--- config.mk ---
export PLATFORM = sky130hd
export DESIGN_NAME = sprite_line_sequencer_flat
export DESIGN_NICKNAME = d
export VERILOG_FILES = /design/src/rtl/sprite_line_sequencer_pkg.sv /design/src/rtl/sprite_line_sequencer_if.sv /design/src/rtl/sprite_erase_timer.sv /design/src/rtl/sprite_line_sequencer.sv /design/src/flat_wrapper.sv
export SDC_FILE = /design/constraint.sdc
export NUM_CORES = 1
export LEC_CHECK = 0
export ABC_AREA = 1
export CAP_MARGIN = 10
export CELL_PAD_IN_SITES_DETAIL_PLACEMENT = 0
export CELL_PAD_IN_SITES_GLOBAL_PLACEMENT = 1
export CORE_MARGIN = 1
export CORE_UTILIZATION = 27
export CTS_BUF_LIST = sky130_fd_sc_hd__clkbuf_8
export DETAILED_ROUTE_END_ITERATION = 12
export PLACE_DENSITY = 0.72
export RECOVER_POWER = 50
export SLEW_MARGIN = 20
export SYNTH_ARGS = -nofsm -noshare
export SYNTH_HDL_FRONTEND = slang
export SYNTH_SLANG_ARGS = --single-unit
export TNS_END_PERCENT = 30
--- constraint.sdc ---
create_clock -name clk_i -period 4.3 [get_ports clk_i]
set_input_delay 0.86 -clock clk_i [delete_from_list [all_inputs] [get_ports clk_i]]
set_output_delay 0.86 -clock clk_i [all_outputs]
set_load 0.01 [all_outputs]
--- src/rtl/sprite_line_sequencer_pkg.sv ---
// Shared graphics definitions for the sprite line sequencer: FSM encoding and line geometry.
package sprite_line_sequencer_pkg;

    typedef enum logic [1:0] {
        StIdle   = 2'd0,
        StDelay  = 2'd1,
        StRender = 2'd2,
        StDone   = 2'd3
    } seq_state_e;

    localparam int unsigned LineWidthDefault  = 640;
    localparam int unsigned RdIdxWidth        = 10;
    localparam int unsigned StartDelayDefault = 2;
    localparam int unsigned OverrunWidth      = 8;

    // The line buffer erases its 4 banks in parallel, one word per bank per cycle.
    localparam int unsigned EraseBanks = 4;

    function automatic int unsigned erase_cycles(int unsigned line_width);
        return line_width / EraseBanks;
    endfunction

    localparam int unsigned EraseCyclesDefault = erase_cycles(LineWidthDefault);

endpackage

--- src/rtl/sprite_line_sequencer_if.sv ---
// Timing/control bundle between the video timing, renderer, composer and the line sequencer.
interface sprite_line_sequencer_if;
    import sprite_line_sequencer_pkg::*;

    logic                     enable;
    logic                     line_swap;
    logic                     display_start;
    logic                     pix_en;
    logic                     display_end;
    logic                     render_done;
    logic                     status_clr;
    logic                     active_render_buffer;
    logic                     render_start;
    logic                     render_abort;
    logic [RdIdxWidth-1:0]    composer_rd_idx;
    logic                     composer_erase_start;
    logic [OverrunWidth-1:0]  render_overrun;
    logic                     erase_overrun;

    modport master (
        output enable, line_swap, display_start, pix_en, display_end, render_done, status_clr,
        input  active_render_buffer, render_start, render_abort, composer_rd_idx,
               composer_erase_start, render_overrun, erase_overrun
    );

    modport slave (
        input  enable, line_swap, display_start, pix_en, display_end, render_done, status_clr,
        output active_render_buffer, render_start, render_abort, composer_rd_idx,
               composer_erase_start, render_overrun, erase_overrun
    );

endinterface

--- src/rtl/sprite_erase_timer.sv ---
// Line-buffer erase timer: registered start pulse plus a reloadable busy down-counter.
module sprite_erase_timer #(
    parameter int unsigned Cycles = 160
) (
    input  logic clk_i,
    input  logic rst_i,
    input  logic start_i,
    output logic busy_o,
    output logic start_pulse_o
);

    localparam int unsigned CntW = $clog2(Cycles + 1);

    logic [CntW-1:0] cnt_q, cnt_d;
    logic            pulse_q;

    // A new start while busy simply reloads the full erase window.
    always_comb begin
        cnt_d = cnt_q;
        if (start_i) begin
            cnt_d = CntW'(Cycles);
        end else if (cnt_q != '0) begin
            cnt_d = cnt_q - CntW'(1);
        end
    end

    always_ff @(posedge clk_i) begin
        if (rst_i) begin
            cnt_q   <= '0;
            pulse_q <= 1'b0;
        end else begin
            cnt_q   <= cnt_d;
            pulse_q <= start_i;
        end
    end

    assign busy_o        = (cnt_q != '0);
    assign start_pulse_o = pulse_q;

endmodule

--- src/rtl/sprite_line_sequencer.sv ---
// Double-buffered sprite line sequencer: buffer select, render start/abort, erase trigger,
// composer read index and overrun status.
module sprite_line_sequencer
    import sprite_line_sequencer_pkg::*;
#(
    parameter int unsigned LINE_WIDTH   = LineWidthDefault,
    parameter int unsigned ERASE_CYCLES = erase_cycles(LINE_WIDTH),
    parameter int unsigned START_DELAY  = StartDelayDefault
) (
    input  logic                    clk_i,
    input  logic                    rst_i,
    sprite_line_sequencer_if.slave  seq_bus
);

    localparam int unsigned DlyW = (START_DELAY > 1) ? $clog2(START_DELAY) : 1;
    localparam logic [RdIdxWidth-1:0] LastIdx = RdIdxWidth'(LINE_WIDTH - 1);
    localparam logic [OverrunWidth-1:0] OvMax = '1;

    seq_state_e              state_q;
    logic [DlyW-1:0]         dly_q;
    logic                    buf_q;
    logic                    start_q;
    logic                    abort_q;
    logic [RdIdxWidth-1:0]   rd_idx_q, rd_idx_d;
    logic [OverrunWidth-1:0] rov_q, rov_d;
    logic                    eov_q, eov_d;
    logic                    erase_busy;
    logic                    erase_pulse;
    logic                    rov_inc;

    sprite_erase_timer #(
        .Cycles(ERASE_CYCLES)
    ) u_erase_timer (
        .clk_i        (clk_i),
        .rst_i        (rst_i),
        .start_i      (seq_bus.display_end & seq_bus.enable),
        .busy_o       (erase_busy),
        .start_pulse_o(erase_pulse)
    );

    // Swap always toggles the buffer; enable only decides whether a new render is launched.
    always_ff @(posedge clk_i) begin
        if (rst_i) begin
            state_q <= StIdle;
            dly_q   <= '0;
            buf_q   <= 1'b0;
            start_q <= 1'b0;
            abort_q <= 1'b0;
        end else begin
            start_q <= 1'b0;
            abort_q <= 1'b0;
            if (seq_bus.line_swap) begin
                buf_q   <= ~buf_q;
                abort_q <= (state_q == StRender);
                if (seq_bus.enable) begin
                    state_q <= StDelay;
                    dly_q   <= DlyW'(START_DELAY - 1);
                end else begin
                    state_q <= StIdle;
                end
            end else if (!seq_bus.enable) begin
                abort_q <= (state_q == StRender);
                state_q <= StIdle;
            end else begin
                unique case (state_q)
                    StDelay: begin
                        if (dly_q == '0) begin
                            start_q <= 1'b1;
                            state_q <= StRender;
                        end else begin
                            dly_q <= dly_q - DlyW'(1);
                        end
                    end
                    StRender: if (seq_bus.render_done) state_q <= StDone;
                    default: ;
                endcase
            end
        end
    end

    assign rov_inc = seq_bus.line_swap & seq_bus.enable & (state_q == StRender);

    // Overrun events beat a coincident clear.
    always_comb begin
        rov_d = rov_q;
        if (rov_inc) begin
            if (seq_bus.status_clr) begin
                rov_d = OverrunWidth'(1);
            end else if (rov_q != OvMax) begin
                rov_d = rov_q + OverrunWidth'(1);
            end
        end else if (seq_bus.status_clr) begin
            rov_d = '0;
        end

        eov_d = eov_q;
        if (seq_bus.line_swap && erase_busy) begin
            eov_d = 1'b1;
        end else if (seq_bus.status_clr) begin
            eov_d = 1'b0;
        end

        rd_idx_d = rd_idx_q;
        if (seq_bus.display_start) begin
            rd_idx_d = '0;
        end else if (seq_bus.pix_en && rd_idx_q != LastIdx) begin
            rd_idx_d = rd_idx_q + RdIdxWidth'(1);
        end
    end

    always_ff @(posedge clk_i) begin
        if (rst_i) begin
            rov_q    <= '0;
            eov_q    <= 1'b0;
            rd_idx_q <= '0;
        end else begin
            rov_q    <= rov_d;
            eov_q    <= eov_d;
            rd_idx_q <= rd_idx_d;
        end
    end

    assign seq_bus.active_render_buffer = buf_q;
    assign seq_bus.render_start         = start_q;
    assign seq_bus.render_abort         = abort_q;
    assign seq_bus.composer_rd_idx      = rd_idx_q;
    assign seq_bus.composer_erase_start = erase_pulse;
    assign seq_bus.render_overrun       = rov_q;
    assign seq_bus.erase_overrun        = eov_q;

endmodule

--- src/flat_wrapper.sv ---
// flat-port wrapper written by rule: the top's interface ports become plain ports
module sprite_line_sequencer_flat import sprite_line_sequencer_pkg::*;
#(
    parameter int unsigned LINE_WIDTH   = LineWidthDefault,
    parameter int unsigned ERASE_CYCLES = erase_cycles(LINE_WIDTH),
    parameter int unsigned START_DELAY  = StartDelayDefault
)
  (clk_i, rst_i, seq_bus_enable, seq_bus_line_swap, seq_bus_display_start, seq_bus_pix_en, seq_bus_display_end, seq_bus_render_done, seq_bus_status_clr, seq_bus_active_render_buffer, seq_bus_render_start, seq_bus_render_abort, seq_bus_composer_rd_idx, seq_bus_composer_erase_start, seq_bus_render_overrun, seq_bus_erase_overrun);
  sprite_line_sequencer_if seq_bus_i ();
  input  logic clk_i;
  input  logic rst_i;
  input wire logic [$bits(seq_bus_i.enable)-1:0] seq_bus_enable;
  input wire logic [$bits(seq_bus_i.line_swap)-1:0] seq_bus_line_swap;
  input wire logic [$bits(seq_bus_i.display_start)-1:0] seq_bus_display_start;
  input wire logic [$bits(seq_bus_i.pix_en)-1:0] seq_bus_pix_en;
  input wire logic [$bits(seq_bus_i.display_end)-1:0] seq_bus_display_end;
  input wire logic [$bits(seq_bus_i.render_done)-1:0] seq_bus_render_done;
  input wire logic [$bits(seq_bus_i.status_clr)-1:0] seq_bus_status_clr;
  output wire logic [$bits(seq_bus_i.active_render_buffer)-1:0] seq_bus_active_render_buffer;
  output wire logic [$bits(seq_bus_i.render_start)-1:0] seq_bus_render_start;
  output wire logic [$bits(seq_bus_i.render_abort)-1:0] seq_bus_render_abort;
  output wire logic [$bits(seq_bus_i.composer_rd_idx)-1:0] seq_bus_composer_rd_idx;
  output wire logic [$bits(seq_bus_i.composer_erase_start)-1:0] seq_bus_composer_erase_start;
  output wire logic [$bits(seq_bus_i.render_overrun)-1:0] seq_bus_render_overrun;
  output wire logic [$bits(seq_bus_i.erase_overrun)-1:0] seq_bus_erase_overrun;
  assign seq_bus_i.enable = seq_bus_enable;
  assign seq_bus_i.line_swap = seq_bus_line_swap;
  assign seq_bus_i.display_start = seq_bus_display_start;
  assign seq_bus_i.pix_en = seq_bus_pix_en;
  assign seq_bus_i.display_end = seq_bus_display_end;
  assign seq_bus_i.render_done = seq_bus_render_done;
  assign seq_bus_i.status_clr = seq_bus_status_clr;
  assign seq_bus_active_render_buffer = seq_bus_i.active_render_buffer;
  assign seq_bus_render_start = seq_bus_i.render_start;
  assign seq_bus_render_abort = seq_bus_i.render_abort;
  assign seq_bus_composer_rd_idx = seq_bus_i.composer_rd_idx;
  assign seq_bus_composer_erase_start = seq_bus_i.composer_erase_start;
  assign seq_bus_render_overrun = seq_bus_i.render_overrun;
  assign seq_bus_erase_overrun = seq_bus_i.erase_overrun;
  sprite_line_sequencer #(.LINE_WIDTH(LINE_WIDTH), .ERASE_CYCLES(ERASE_CYCLES), .START_DELAY(START_DELAY)) u_core (.clk_i(clk_i), .rst_i(rst_i), .seq_bus(seq_bus_i));
endmodule
==> run metrics, run 1 <==
status finished clean; period utilisation layout ~51%; clk_skew 0.00450 ns; VDD IR max between 0.2 and 0.3 mV; Crit path depth 1; final hold violation count 0; Slew @ Worst Pin between 0.5 and 0.6 ns; CTS Sinks 34; Nets just under 300; critical path's top delay family buffers and inverters; DRT Wirelength 3510 um; core area approximately 0.006 mm^2; port buffer count 31; Vias/cell approximately 4.4; Worst Path Arrival 1.32 ns; Die Y 81.2 um; postcts setup bufs 0; Final Max Slew Viols 0; RR Startpoint u_core.seq_bus.render_overrun[0]; worst setup path end seq_bus_composer_rd_idx[0]; Starting Density 28.3%; GPL Wtd Cong about 0.80; Worst-Skew Late Latency between 0.2 and 0.3 ns; worst r2r dst u_core.seq_bus.render_overrun[6]; vias in the first global route between 1000 and 1500; GRT overflow 0; f_max ~460 MHz; clk slew on worst S/H paths ~0.07 ns; CTS max path bufs 2; slew margin rel. about 65%; Boundary Pins 32; Max Cap Viol 0; met2 Use GR between 10% and 20%; Yosys cell types 23; cts repair resizes 0; Via Count 1575; power per cell area between 300 and 400 mW/mm^2; Setup crit end kind output port; Rows 28; all-layer global routing usage between 10% and 20%; maximum fanout along the worst path 7; r2r worst-path depth 9; FF-to-FF setup slack 2.68 ns; initial antenna violation count 0; Cell Int Power 0.609 mW; Worst setup startpoint u_core.seq_bus.composer_rd_idx[0]; 1st-iter DRT viols between 80 and 90; Syn Nets between 200 and 300; Total Power ~0.88 mW; Min-Delay Path Class flop to flop; M1 GR Usage 15.5%; H-tree depth 2; CP peak stage delay 0.58 ns; largest net degree at the start of global routing 16; Ys Warns 0; Seq/Total Area, Yosys roughly two fifths; CP bufs+invs 1; drt drc 0; DRT Pass-1 Iters 4; wire length per cell roughly 10 um; post-place setup slack roughly 1.8 ns; syn_area_per_cell 6.92 um^2; worst hold slack between 0.4 and 0.5 ns; HPWL reported at the end of detailed placement 2650 um; Max stage delay cell, worst path clkdlybuf4s50_1; global-route wire length before repair between 5000 and 6000 um; Synth-to-Final Area Change 29.4%; CP Class flop to output port; Req. time, crit path around 3.4 ns; sw power around 0.27 mW; ant diodes 0; Cells after Synth roughly 250; hold_buf cts 0; register share of total power a little over two fifths; unrepaired setup endpoints after global routing false; mapped cell area 0.00170 mm^2; Antenna Violating Nets Remaining 0; cells along the critical path clkdlybuf4s50_1; die width just over 80 um; register bit total from synthesis 34; Setup Viol. Count Final 0; Fill cells 641; TritonCTS Buffers 5; combinational fraction of design power around 25%; share of cells above drive strength 1 about 5.3%; clock group share of total power a little under a third; Critical Path Start Type flop; global route hottest layer met2; die area 0.00660 mm^2; Net Sw Frac 30.5%; Leak just under 0.9 nW; setup TNS 0 ns; Final min period approximately 2.2 ns; fin worst setup slack between 2 and 2.5 ns; CTS tree done; root buffer cell clkbuf_8; met3 Use GR under 10%
==> Yosys cell counts, drive strengths merged <==
cell type  instances  area, um^2
a211oi             1        7.51
inv               36         138
dfxtp             34         681
a22oi              1        7.51
nor2              33         134
nor4               1        6.26
clkbuf             1        3.75
nor3               3        15.0
xor2               5        43.8
buf                1        11.3
a21oi             22         110
o21ai             13        65.1
nand3             17        85.1
nand2             62         248
xnor2              3        26.3
ha                 6        75.1
nand4              5        31.3
o21bai             1        7.51
==> logic make-up after synthesis <==
kind of cell | after synthesis | share of synthesized area [%]
and+or+nand+nor | 121 | 30.6
DFF | 34 | 40.1
xor gates and xnor gates | 8 | 4.13
AOI/OAI and AO/OA | 38 | 11.7
adders and majority gates | 6 | 4.43
buffers and inverters | 38 | 9.00
==> per-stage QoR <==
step	utilization, %	area [um^2]	instances
2_1_floorplan	-	1700	245
3_3_place_gp	34.8	2080	349
3_5_place_dp	34.8	2080	349
4_1_cts	36.6	2190	357
5_1_grt	36.6	2190	357
6_report	36.6	2190	357
==> state kept, by name, indices dropped and copies added (netlist names), 2 cells and up <==
register,flops
u_core.seq_bus.composer_rd_idx,10
u_core.seq_bus.render_overrun,8
u_core.u_erase_timer.cnt_q,8
u_core.state_q,2
==> worst min path at each step <==
stage | startpoint | to | slack [ns] | cells after the start
6_report | u_core.u_erase_timer.cnt_q[0] | u_core.u_erase_timer.cnt_q[0] | 0.44 | 1
3_5_place_dp | u_core.u_erase_timer.cnt_q[0] | u_core.u_erase_timer.cnt_q[0] | 0.44 | 1
2_1_floorplan | u_core.dly_q | u_core.seq_bus.render_start | 0.41 | 1
4_1_cts | u_core.u_erase_timer.cnt_q[0] | u_core.u_erase_timer.cnt_q[0] | 0.45 | 1
3_3_place_gp | u_core.u_erase_timer.cnt_q[0] | u_core.u_erase_timer.cnt_q[0] | 0.44 | 1
5_1_grt | u_core.u_erase_timer.cnt_q[0] | u_core.u_erase_timer.cnt_q[0] | 0.46 | 1
==> power by group through the flow <==
stage / sequential, mW / combinational [mW] / clock (mW)
after CTS: 0.382 / 0.224 / 0.289
after detailed placement: 0.389 / 0.223 / 0
after global placement: 0.390 / 0.222 / 0
final: 0.382 / 0.218 / 0.276
after floorplan: 0.386 / 0.172 / 0
after global routing: 0.387 / 0.257 / 0.303
==> placed cells by master, fill, tap and decap left out, types with 3 or more instances in the layout <==
cell type / count
dlygate4sd3_1: 10
nor2_1: 31
clkdlybuf4s50_1: 21
o21ai_0: 13
nand4_1: 5
xor2_1: 5
nand2_1: 58
nor3_1: 3
clkbuf_8: 8
xnor2_1: 3
dfxtp_1: 34
nand3_1: 17
a21oi_1: 22
inv_1: 35
nand2_2: 3
ha_1: 6
==> layer usage <==
| metal | part of all wire, % | wire length [um] | up-vias |
|---|---|---|---|
| li1 | - | - | 858 |
| met1 | 53 | 1850 | 687 |
| met2 | 42 | 1470 | 26 |
| met3 | 4.3 | 152 | 4 |
| met4 | 0.97 | 34 | 0 |
| met5 | 0 | 0 | - |
==> cell type report <==
class,count,area (um^2),area share [%]
clock buffers,8,110,5.02
multi-input cells,173,862,39.3
repair buffers,31,310,14.1
well taps,75,93.8,4.28
inverters,36,138,6.27
flip-flops and latches,34,681,31.0
==> worst register-to-register path: stages (launching register included) <==
cell	delay [ns]
dfxtp_1	0.40
ha_1	0.19
nand2_1	0.11
nor2_4	0.12
nand2_1	0.11
nand2_1	0.19
nand2_2	0.17
nand2_1	0.11
nand2_1	0.05
a21oi_1	0.12
(Power assumes the default switching activity.)
==> run 2, diff against run 1 <==
--- a/config.mk
+++ b/config.mk
@@ -13,7 +13,7 @@
 export CORE_UTILIZATION = 27
 export CTS_BUF_LIST = sky130_fd_sc_hd__clkbuf_8
 export DETAILED_ROUTE_END_ITERATION = 12
-export PLACE_DENSITY = 0.72
+export PLACE_DENSITY = 0.75
 export RECOVER_POWER = 50
 export SLEW_MARGIN = 20
 export SYNTH_ARGS = -nofsm -noshare
==> constraint.sdc (replaced) <==
create_clock -name clk_i -period 1.9 [get_ports clk_i]
set_input_delay 0.38 -clock clk_i [delete_from_list [all_inputs] [get_ports clk_i]]
set_output_delay 0.38 -clock clk_i [all_outputs]
set_load 0.01 [all_outputs]
==> run 2 against run 1 <==
Against the previous run:
- wire length is 1.3% higher
- critical path depth stayed put
- global-route usage is 0.43 points higher
- worst hold slack better by 0.0086 ns
- first-iteration DRC count is 8.2% higher
- via count is 1.0% higher
- non-clock buffer count is 3 higher
- register-to-register slack worse by 2.4 ns
- largest cell class unchanged
==> run metrics, run 2 (synthesis results as in run 1) <==
vias in the first global route 1400; Rows 28; DRT Pass-1 Iters 4; leading cell types in the layout, fill and taps excluded nand2_1, inv_1, dfxtp_1; root buffer cell clkbuf_8; H-tree depth 2; post-place setup slack about 0.013 ns; Final Util 36.5%; Total Power roughly 1.9 mW; CTS tree done; Via Count 1591; most common cell after layout, fill and taps aside nand2_1; VDD IR max around 0.40 mV; CTS max path bufs 2; worst hold slack ~0.45 ns; worst setup path end seq_bus_composer_rd_idx[5]; register share of total power between 40% and 50%; Worst setup startpoint u_core.seq_bus.composer_rd_idx[5]; metal2 WL ~1500 um; CTS Sinks 34; Slew @ Worst Pin between 0.5 and 0.6 ns; CP Class flop to output port; CP bufs+invs 1; f_max 592 MHz; Cell Int Power between 1 and 1.5 mW; Die Y between 80 and 90 um; clock group share of total power between 20% and 30%; Nets approximately 300; ant diodes 0; share of cells above drive strength 1 about 5.3%; Crit path depth 1; global-route wire length before repair a little over 6000 um; FF-to-FF setup slack between 0.2 and 0.25 ns; Synth-to-Final Area Change 28.9%; r2r worst-path depth 10; postcts setup bufs 0; worst r2r dst u_core.seq_bus.render_overrun[5]; DRT Wirelength around 3600 um; Setup crit end kind output port; drt drc 0; Req. time, crit path 1.52 ns; Net Sw Frac 33.4%; Final Max Slew Viols 0; CP peak stage delay about 0.58 ns; core area ~0.006 mm^2; top sig layer met4; clk slew on worst S/H paths approximately 0.08 ns; final hold violation count 0; Min-Delay Path Class flop to flop; WL met1 1830 um; maximum fanout along the worst path 6; cells along the critical path clkdlybuf4s50_1; all-layer global routing usage about an eighth; Final min period roughly 1.7 ns; slew margin rel. 65.8%; HPWL reported at the end of detailed placement about 2700 um; Max stage delay cell, worst path clkdlybuf4s50_1; hold_buf cts 0; Max Cap Viol 0; Largest register FFs 10; Setup Viol. Count Final 0; die area roughly 0.0066 mm^2; GPL Wtd Cong around 0.80; sw power around 0.64 mW; RR Startpoint u_core.seq_bus.render_overrun[0]; Worst Path Arrival 1.31 ns; power per cell area 875 mW/mm^2; period utilisation layout about nine tenths; 1st-iter DRT viols ~90; Leak between 0.8 and 0.9 nW; Boundary Pins 32; GRT overflow 0; Antenna Violating Nets Remaining 0; Starting Density 28.3%; Worst-Skew Late Latency approximately 0.29 ns; met3 wire len approximately 160 um; Vias/cell ~4.4; unrepaired setup endpoints after global routing false; Critical Path Start Type flop; wire length per cell a little under 10 um; clk_skew ~0.0085 ns; fin worst setup slack between 0.2 and 0.25 ns; Fill cells 633; TritonCTS Buffers 5; status finished clean; setup TNS 0 ns; port buffer count 31; initial antenna violation count 0; cts repair resizes 0; combinational fraction of design power a little over a quarter; critical path's top delay family buffers and inverters; largest net degree at the start of global routing 13; die width about 80 um
## run 2: final cells by class
cell class	count	area [um^2]	share of cell area (%)
timing repair buffer	34	325	14.9
clock inverter	3	21.3	0.974
inverter	36	135	6.19
tap	75	93.8	4.30
sequential	34	681	31.2
clock buffer	5	68.8	3.15
multi-input combinational	173	860	39.3
## run 2: worst min-delay path by stage
stage,start,to,depth (start not counted)
3_5_place_dp,u_core.u_erase_timer.cnt_q[0],u_core.u_erase_timer.cnt_q[0],1
3_3_place_gp,u_core.u_erase_timer.cnt_q[0],u_core.u_erase_timer.cnt_q[0],1
6_report,u_core.u_erase_timer.cnt_q[0],u_core.u_erase_timer.cnt_q[0],1
2_1_floorplan,u_core.dly_q,u_core.seq_bus.render_start,1
4_1_cts,u_core.u_erase_timer.cnt_q[0],u_core.u_erase_timer.cnt_q[0],1
5_1_grt,u_core.u_erase_timer.cnt_q[0],u_core.u_erase_timer.cnt_q[0],1
## run 2: power groups by stage
| stage | sequential (mW) | combinational [mW] | clock, mW |
|---|---|---|---|
| final | 0.862 | 0.504 | 0.547 |
| after global routing | 0.875 | 0.593 | 0.603 |
| after global placement | 0.880 | 0.513 | 0 |
| after CTS | 0.863 | 0.517 | 0.569 |
| after floorplan | 0.875 | 0.389 | 0 |
| after detailed placement | 0.878 | 0.513 | 0 |
## run 2: metrics by stage
stage | std cells | area [um^2]
2_1_floorplan | 245 | 1700
5_1_grt | 360 | 2180
3_3_place_gp | 352 | 2110
4_1_cts | 360 | 2200
6_report | 360 | 2180
3_5_place_dp | 352 | 2110
## run 2: routing by layer
metal / global-route usage (%) / vias to the layer above
met3: 3.48 / 6
met4: 5.89 / 0
li1: - / 861
met1: 15.7 / 692
met5: 0 / -
met2: 18.5 / 32
==> run 3, diff against run 2 <==
--- a/config.mk
+++ b/config.mk
@@ -19,4 +19,4 @@
 export SYNTH_ARGS = -nofsm -noshare
 export SYNTH_HDL_FRONTEND = slang
 export SYNTH_SLANG_ARGS = --single-unit
-export TNS_END_PERCENT = 30
+export TNS_END_PERCENT = 1
==> results of run 3 <==
No change in the layout: final DEF, timing and power equal those of run 2.
